## src/rtl/pacman_sfx_player.sv

```systemverilog
// pacman_sfx_player: sound-effect sequencer for the Pacman audio path.
// Walks a table of tone half-periods in an external synchronous ROM, starting
// at start_addr and stopping at END_CODE (or restarting when loop is set).
// Each entry plays as a square wave for STEP_CYCLES clocks.
//
// Ports:
//   clk, rst_n         clock (rising edge), async active-low reset
//   start, start_addr  start request and first table address (IDLE only)
//   loop               restart at end of table, captured with start
//   abort              return to IDLE from any state, no done pulse
//   rom_addr/rom_data  registered ROM address / ROM data (1-cycle latency)
//   busy, done         activity flag / one-cycle completion pulse
//   audio, cur_period  square-wave output / half-period being played
module pacman_sfx_player #(
  parameter int ADDR_W      = 10,
  parameter int DATA_W      = 9,
  parameter int END_CODE    = 2**DATA_W-1,
  parameter int STEP_CYCLES = 1000,
  parameter int TONE_DIV    = 16
) (
  input  logic              clk,
  input  logic              rst_n,
  input  logic              start,
  input  logic [ADDR_W-1:0] start_addr,
  input  logic              loop,
  input  logic              abort,
  output logic [ADDR_W-1:0] rom_addr,
  input  logic [DATA_W-1:0] rom_data,
  output logic              busy,
  output logic              done,
  output logic              audio,
  output logic [DATA_W-1:0] cur_period
);

  localparam int STEP_W = (STEP_CYCLES > 1) ? $clog2(STEP_CYCLES) : 1;
  localparam int DIV_W  = (TONE_DIV > 1) ? $clog2(TONE_DIV) : 1;
  localparam logic [DATA_W-1:0] END_V     = DATA_W'(END_CODE);
  localparam logic [STEP_W-1:0] STEP_LAST = STEP_W'(STEP_CYCLES - 1);
  localparam logic [DIV_W-1:0]  DIV_LAST  = DIV_W'(TONE_DIV - 1);

  typedef enum logic [2:0] {S_IDLE, S_FETCH, S_LATCH, S_PLAY, S_DONE} state_t;

  state_t              state_q, state_d;
  logic [ADDR_W-1:0]   rom_addr_q, rom_addr_d;
  logic [ADDR_W-1:0]   base_q, base_d;
  logic                loop_q, loop_d;
  logic                played_q, played_d;
  logic                busy_q, busy_d;
  logic                done_q, done_d;
  logic                audio_q, audio_d;
  logic [DATA_W-1:0]   cur_q, cur_d;
  logic [STEP_W-1:0]   step_q, step_d;
  logic [DIV_W-1:0]    div_q, div_d;
  logic [DATA_W-1:0]   half_q, half_d;
  logic [DATA_W-1:0]   half_nxt;

  always_comb begin
    state_d    = state_q;
    rom_addr_d = rom_addr_q;
    base_d     = base_q;
    loop_d     = loop_q;
    played_d   = played_q;
    busy_d     = busy_q;
    done_d     = 1'b0;
    audio_d    = 1'b0;   // audio only survives while staying in PLAY
    cur_d      = cur_q;
    step_d     = step_q;
    div_d      = div_q;
    half_d     = half_q;
    half_nxt   = half_q + 1'b1;

    case (state_q)
      S_IDLE: begin
        if (start && !abort) begin
          rom_addr_d = start_addr;
          base_d     = start_addr;
          loop_d     = loop;
          played_d   = 1'b0;
          busy_d     = 1'b1;
          state_d    = S_FETCH;
        end
      end
      S_FETCH: state_d = S_LATCH;
      S_LATCH: begin
        if (rom_data != END_V) begin
          cur_d    = rom_data;
          step_d   = STEP_LAST;
          div_d    = '0;
          half_d   = '0;
          played_d = 1'b1;
          state_d  = S_PLAY;
        end else if (loop_q && played_q) begin
          // Only loop if at least one entry played, so an empty table ends.
          rom_addr_d = base_q;
          played_d   = 1'b0;
          state_d    = S_FETCH;
        end else begin
          done_d  = 1'b1;
          busy_d  = 1'b0;
          cur_d   = '0;
          state_d = S_DONE;
        end
      end
      S_PLAY: begin
        audio_d = audio_q;
        if (div_q == DIV_LAST) begin
          div_d = '0;
          if (half_nxt == cur_q) begin
            audio_d = ~audio_q;
            half_d  = '0;
          end else begin
            half_d = half_nxt;
          end
        end else begin
          div_d = div_q + 1'b1;
        end
        if (cur_q == '0) audio_d = 1'b0;   // rest entry
        if (step_q == '0) begin
          rom_addr_d = rom_addr_q + 1'b1;  // wraps naturally at all-ones
          audio_d    = 1'b0;
          state_d    = S_FETCH;
        end else begin
          step_d = step_q - 1'b1;
        end
      end
      S_DONE: state_d = S_IDLE;
      default: state_d = S_IDLE;
    endcase

    // abort overrides every transition computed above
    if (abort && state_q != S_IDLE) begin
      state_d = S_IDLE;
      busy_d  = 1'b0;
      audio_d = 1'b0;
      cur_d   = '0;
      done_d  = 1'b0;
    end
  end

  always_ff @(posedge clk or negedge rst_n) begin
    if (!rst_n) begin
      state_q    <= S_IDLE;
      rom_addr_q <= '0;
      base_q     <= '0;
      loop_q     <= 1'b0;
      played_q   <= 1'b0;
      busy_q     <= 1'b0;
      done_q     <= 1'b0;
      audio_q    <= 1'b0;
      cur_q      <= '0;
      step_q     <= '0;
      div_q      <= '0;
      half_q     <= '0;
    end else begin
      state_q    <= state_d;
      rom_addr_q <= rom_addr_d;
      base_q     <= base_d;
      loop_q     <= loop_d;
      played_q   <= played_d;
      busy_q     <= busy_d;
      done_q     <= done_d;
      audio_q    <= audio_d;
      cur_q      <= cur_d;
      step_q     <= step_d;
      div_q      <= div_d;
      half_q     <= half_d;
    end
  end

  assign rom_addr   = rom_addr_q;
  assign busy       = busy_q;
  assign done       = done_q;
  assign audio      = audio_q;
  assign cur_period = cur_q;

endmodule
```

## config.mk

```make
export PLATFORM = sky130hd
export DESIGN_NAME = pacman_sfx_player
export DESIGN_NICKNAME = d
export VERILOG_FILES = /design/src/rtl/pacman_sfx_player.sv
export SDC_FILE = /design/constraint.sdc
export NUM_CORES = 1
export LEC_CHECK = 0
export ABC_AREA = 1
export BUFFER_PORTS_ARGS = -buffer_cell sky130_fd_sc_hd__buf_2
export CORE_MARGIN = 1.5
export CORE_UTILIZATION = 52
export CTS_CLUSTER_SIZE = 16
export DETAILED_ROUTE_END_ITERATION = 12
export PLACE_DENSITY_LB_ADDON = 0.25
export SKIP_CTS_REPAIR_TIMING = 1
export SLEW_MARGIN = 10
export SYNTH_ARGS = -nofsm -noshare
export SYNTH_HDL_FRONTEND = slang
export SYNTH_SLANG_ARGS = --single-unit
```

## constraint.sdc

```tcl
create_clock -name clk -period 1.5 [get_ports clk]
set_input_delay 0.075 -clock clk [delete_from_list [all_inputs] [get_ports clk]]
set_output_delay 0.075 -clock clk [all_outputs]
set_load 0.02 [all_outputs]
```

; Word level (Yosys, flattened, before mapping)
; Cells that the tools add are included.
[op_classes]
muxes = 44
bitwise = 1
eq_ne = 21
reduce_logical = 23
n_addsub = 4
[ops]
columns = operator, count
row1 = 9-bit 2-to-1 mux, 7
row2 = 10-bit 2-to-1 mux, 6
row3 = 10-bit one-hot mux with 3 select lines, 1
row4 = 10-bit one-hot mux with 2 select lines, 1
row5 = 9-bit one-hot mux with 2 select lines, 1
row6 = 1-bit 2-to-1 mux, 17
row7 = 3-bit 2-to-1 mux, 5
row8 = "3-bit != test, second input constant", 5
row9 = "2-bit != test, second input constant", 7
row10 = 3-bit one-hot mux with 4 select lines, 1
row11 = "10-bit by 1-bit adder with 10-bit output, second input constant", 1
row12 = 10-bit zero test, 1
row13 = "5-bit != test, second input constant", 2
row14 = 2-bit AND reduction, 5
row15 = "10-bit by 1-bit subtractor with 10-bit output, second input constant", 1
row16 = "9-bit by 1-bit adder with 9-bit output, second input constant", 1
row17 = 9-bit == test, 1
row18 = 9-bit zero test, 1
row19 = "9-bit != test, second input constant", 1
row20 = 3-bit AND reduction, 3
row21 = 3-bit nonzero test, 3
row22 = 4-bit 2-to-1 mux, 2
row23 = 4-bit one-hot mux with 2 select lines, 1
row24 = "3-bit by 2-bit == test with 1-bit output, second input constant", 2
row25 = 12 further kinds, 17
[word_totals]
ff_bits = 60

; Logic depth before layout (Yosys ltp)
[depth]
word_depth = 8
mapped_depth = 14
mapped_depth_nobuf = 14

; Worst setup path after synthesis
; OpenSTA, ideal clock, no wires.
[synth_timing]
path_type = register to register
start = register step_q[0]
end = register rom_addr_q[1] (netlist: rom_addr[1])
path_stages_with_launch = 12
setup_slack_ns = -0.220
t_arrival_ns = 1.637
required_time_ns = 1.416
synth_period_minus_slack_ns = 1.720
n_path_buf = 1
path_cell_list = dfrtp_1 inv_1 ha_1 nand2_1 nor2_2 nand3_2 nand2_4 nand2_2 nor2_8 buf_8 nor2_1 a41oi_2
[synth_via]
elab_chain_cells = 3
[synth_lines]
columns = element, line
row1 = from (decl), 52  ; logic [STEP_W-1:0] step_q, step_d;
row2 = from (signal assigned), 164  ; step_q <= step_d;
row3 = 10-bit zero test, 118  ; if (step_q == '0) begin
row4 = 2-bit != test (no source line), n/a
row5 = 5-bit AND reduction (no source line), n/a
row6 = to (signal assigned), 156  ; rom_addr_q <= rom_addr_d;
row7 = to (decl), 44  ; logic [ADDR_W-1:0] rom_addr_q, rom_addr_d;
; No other way between the ends.
; A chain may end at the register's enable or synchronous reset.

; Worst setup path after layout
[layout_timing]
start = register state_q[2]
end = register state_q[0]
[layout_via]
elab_chain_cells = 4
[layout_lines]
columns = element, line
row1 = from (decl), 43  ; state_t state_q, state_d;
row2 = from (signal assigned), 155  ; state_q <= state_d;
row3 = 3-bit nonzero test, 131  ; if (abort && state_q != S_IDLE) begin
row4 = 1-bit logical AND, 131
row5 = 3-bit != test (no source line), n/a
row6 = 2-bit AND reduction (no source line), n/a
; Several ways; a longest one is shown, not always the timed one.

==> impl_metrics.toml <==
[status]
status = "finished with violations"
violations = "negative hold slack, negative setup slack"

[pwr]
powerDensity_mw_per_mm2 = 1880
irDropWorstVdd_mv = 1.47
leakagePower_nw = 2.47

[route]
drcViolationCount = 0
routed_wirelength_um = 11000
vias = 3721
wire_per_inst_um = 16.7
drt-initial-drc-count = 262
final_antenna_net_count = 0
dr.pass1.iters = 5
vias_per_cell = 5.66

[yosys]
syn_area_per_cell_um2 = 8.11
synth_fa_ha_area_share_pct = 1.46
syn-num-nets = 451
synth_edf_count = 0
yosysSeqAreaShare_pct = 43.8
synthesis.area_mm2 = 0.00343
synth_cells = 423
synth_compound_area_share_pct = 15.8
synth-simple-area-share_pct = 28.9
ys_types = 39
async_flop_share_pct = 100
synth_seq_cells = 60
synthFlopType = "dfrtp_1"
synth.area.mux_share_pct = 2.63
synth_top_family_by_area = "simple AND/OR/NAND/NOR gates"
synth-xor-area-share_pct = 0.511
synth_warnings = 0

[place]
dp_hpwl_um = 6420
dp_slack_ps = -274
placed_area_mm2 = 0.00441
gp_congestion = 0.929
io_buffers = 45

[grt]
antenna_found_initial = 0
grt_max_degree = 61
gr-total-overflow = 0
track_usage_pct = 25.2
first_global_vias = 3199
grt_pass1_wl_um = 14300

[finish]
fill_cells = 370
area_delta_synth_final_pct = 50.6
drive_above_1_share_pct = 45.3
design_area_mm2 = 0.00517
nNetsFinal = 603
diodes = 0

[floorplan]
initial_core_util_pct = 54.0
die_y_um = 84.2
dieArea_mm2 = 0.00709
rows = 29
boundaryPins = 46
die_x_um = 84.2
core_mm2 = 0.00635

[timing]
hold_ws_ps = -26.2
layout_setup_ws_ps = -247
tightestPinTransition_ps = 338
layout_min_cycle_time_ps = 1750
min_period_over_period_pct = 116
rsz0062_at_grt = "yes"
finClkSkew_ps = 8.69
maxClockFrequency_ghz = 0.572
finalSetupTns_ps = -7430
report.final.setup_viol = 52
final-hold-violation-count = 4
relSlewSlack_pct = 77.5
finalMaxSlewViolations = 0

[worst_setup_path]
start_kind = "flop"
crit_required_ps = 1780
path_class = "flop to flop"
reg2reg_slack_ps = -250
end_kind = "flop"
arrival_ps = 2020
worst-path-max-fanout = 5

[clock_tree]
cts_buffers = 9
cts.root.buffer_cell = "clkbuf_8"
cts_tree = "done"
clock_sinks = 60
clk_pin_slew_ps = 70
clockBufferDepth = 2
clkLatencyLatePin_ps = 350
h-tree-depth = 3

[min_path]
min_path_type = "input port to flop"

[job]
maxCapViolCount = 0
[worst paths after layout]
| check | startpoint | cells after the start | to |
|---|---|---|---|
| setup / recovery | state_q[2]$_DFFE_PN0P_ | 8 | state_q[0]$_DFFE_PN0P_ |
| hold / removal | start_addr[0] | 2 | base_q[0]$_DFFE_PN0P_ |
| setup reg to reg | state_q[2]$_DFFE_PN0P_ | 8 | state_q[0]$_DFFE_PN0P_ |
| hold reg to reg | busy$_DFFE_PN0P_ | 2 | busy$_DFFE_PN0P_ |
| max in group asynchronous | rst_n | 3 | rom_addr[0]$_DFFE_PN0P_ |
| min in group asynchronous | rst_n | 3 | half_q[3]$_DFFE_PN0P_ |
[power breakdown]
group	leakage (nW)	switching, W	total [W]	internal [W]
Combinational	1.65	0.00323	0.00578	0.00255
Sequential	0.740	0.000502	0.00267	0.00217
Clock	0.0856	0.000689	0.00127	0.000584
[cell usage after synthesis (6+ instances only)]
cell       n  area (um^2)
nand3_1   25          125
nor2_2     9         56.3
a21oi_1   19         95.1
nor2_1    32          120
o21ai_0   22          110
o21ai_1    6         30.0
o21ai_2    9         78.8
dfrtp_1   60         1500
mux2_2     8         90.1
a32o_1     8         80.1
nand4_1    9         56.3
inv_2      6         22.5
inv_1     48          180
nand2_1  110          413
[cell type report]
type	count	area (um^2)	area share, %
inverters	54	225	4.36
flip-flops and latches	60	1510	29.2
well taps	77	96.3	1.86
repair buffers	143	1120	21.7
clock buffers	10	128	2.47
multi-input cells	307	2060	39.8
clock inverters	6	32.5	0.630
[layer usage]
metal / wire [um] / track usage (%)
met1: 4370 / 32.1
met2: 5580 / 42.5
met3: 684 / 5.51
met4: 340 / 8.64
met5: 0 / 0
[through the flow]
| step | util [%] | total power [W] | std cells |
|---|---|---|---|
| floorplan | - | 0.00518 | 423 |
| global placement | 69.4 | 0.00687 | 614 |
| detailed placement | 69.4 | 0.00703 | 614 |
| CTS | 72.0 | 0.00829 | 630 |
| global route | 81.4 | 0.0102 | 657 |
| finish | 81.4 | 0.00972 | 657 |
[cells by family (layout without fill, tap and decap cells)]
group,count (synthesis),in the layout
adders and majority gates,4,4
xor gates and xnor gates,2,2
AOI/OAI and AO/OA,81,81
muxes,8,8
buffers and inverters,59,213
DFF,60,60
and+or+nand+nor,209,212
[flip-flops by register name, indices dropped and copies added (netlist names)]
name and flops:
audio 1, base_q 10, busy 1, cur_period 9, div_q 4, done 1
half_q 9, loop_q 1, played_q 1, rom_addr 10, state_q 3, step_q 10
[critical path, cell delays in order (launching register included)]
cell      delay [ps]
dfrtp_1          430
nor2_2           180
inv_2             90
nor2_4           230
buf_4            170
inv_1            110
o211ai_1         200
o21ai_0          120
o21ai_1          150
[placed cells by master, fill, tap and decap left out, drive strengths merged]
| master | instances |
|---|---|
| a21oi | 19 |
| buf | 134 |
| o211ai | 1 |
| clkinvlp | 1 |
| dfrtp | 60 |
| clkbuf | 11 |
| mux2 | 8 |
| o21bai | 2 |
| xor2 | 2 |
| o21ai | 37 |
| a32o | 8 |
| nor3b | 1 |
| nand4 | 9 |
| a22oi | 1 |
| nand3 | 26 |
| o22ai | 1 |
| a41oi | 2 |
| o31ai | 1 |
| inv | 54 |
| o221ai | 5 |
| a21o | 1 |
| nor3 | 6 |
| clkinv | 5 |
| nand3b | 3 |
| or2 | 1 |
| nor2 | 47 |
| a31oi | 2 |
| a221oi | 1 |
| dlygate4sd3 | 8 |
| nand2 | 118 |
| ha | 4 |
| nor4 | 1 |
Note: power is estimated with default switching activity, not from simulation.
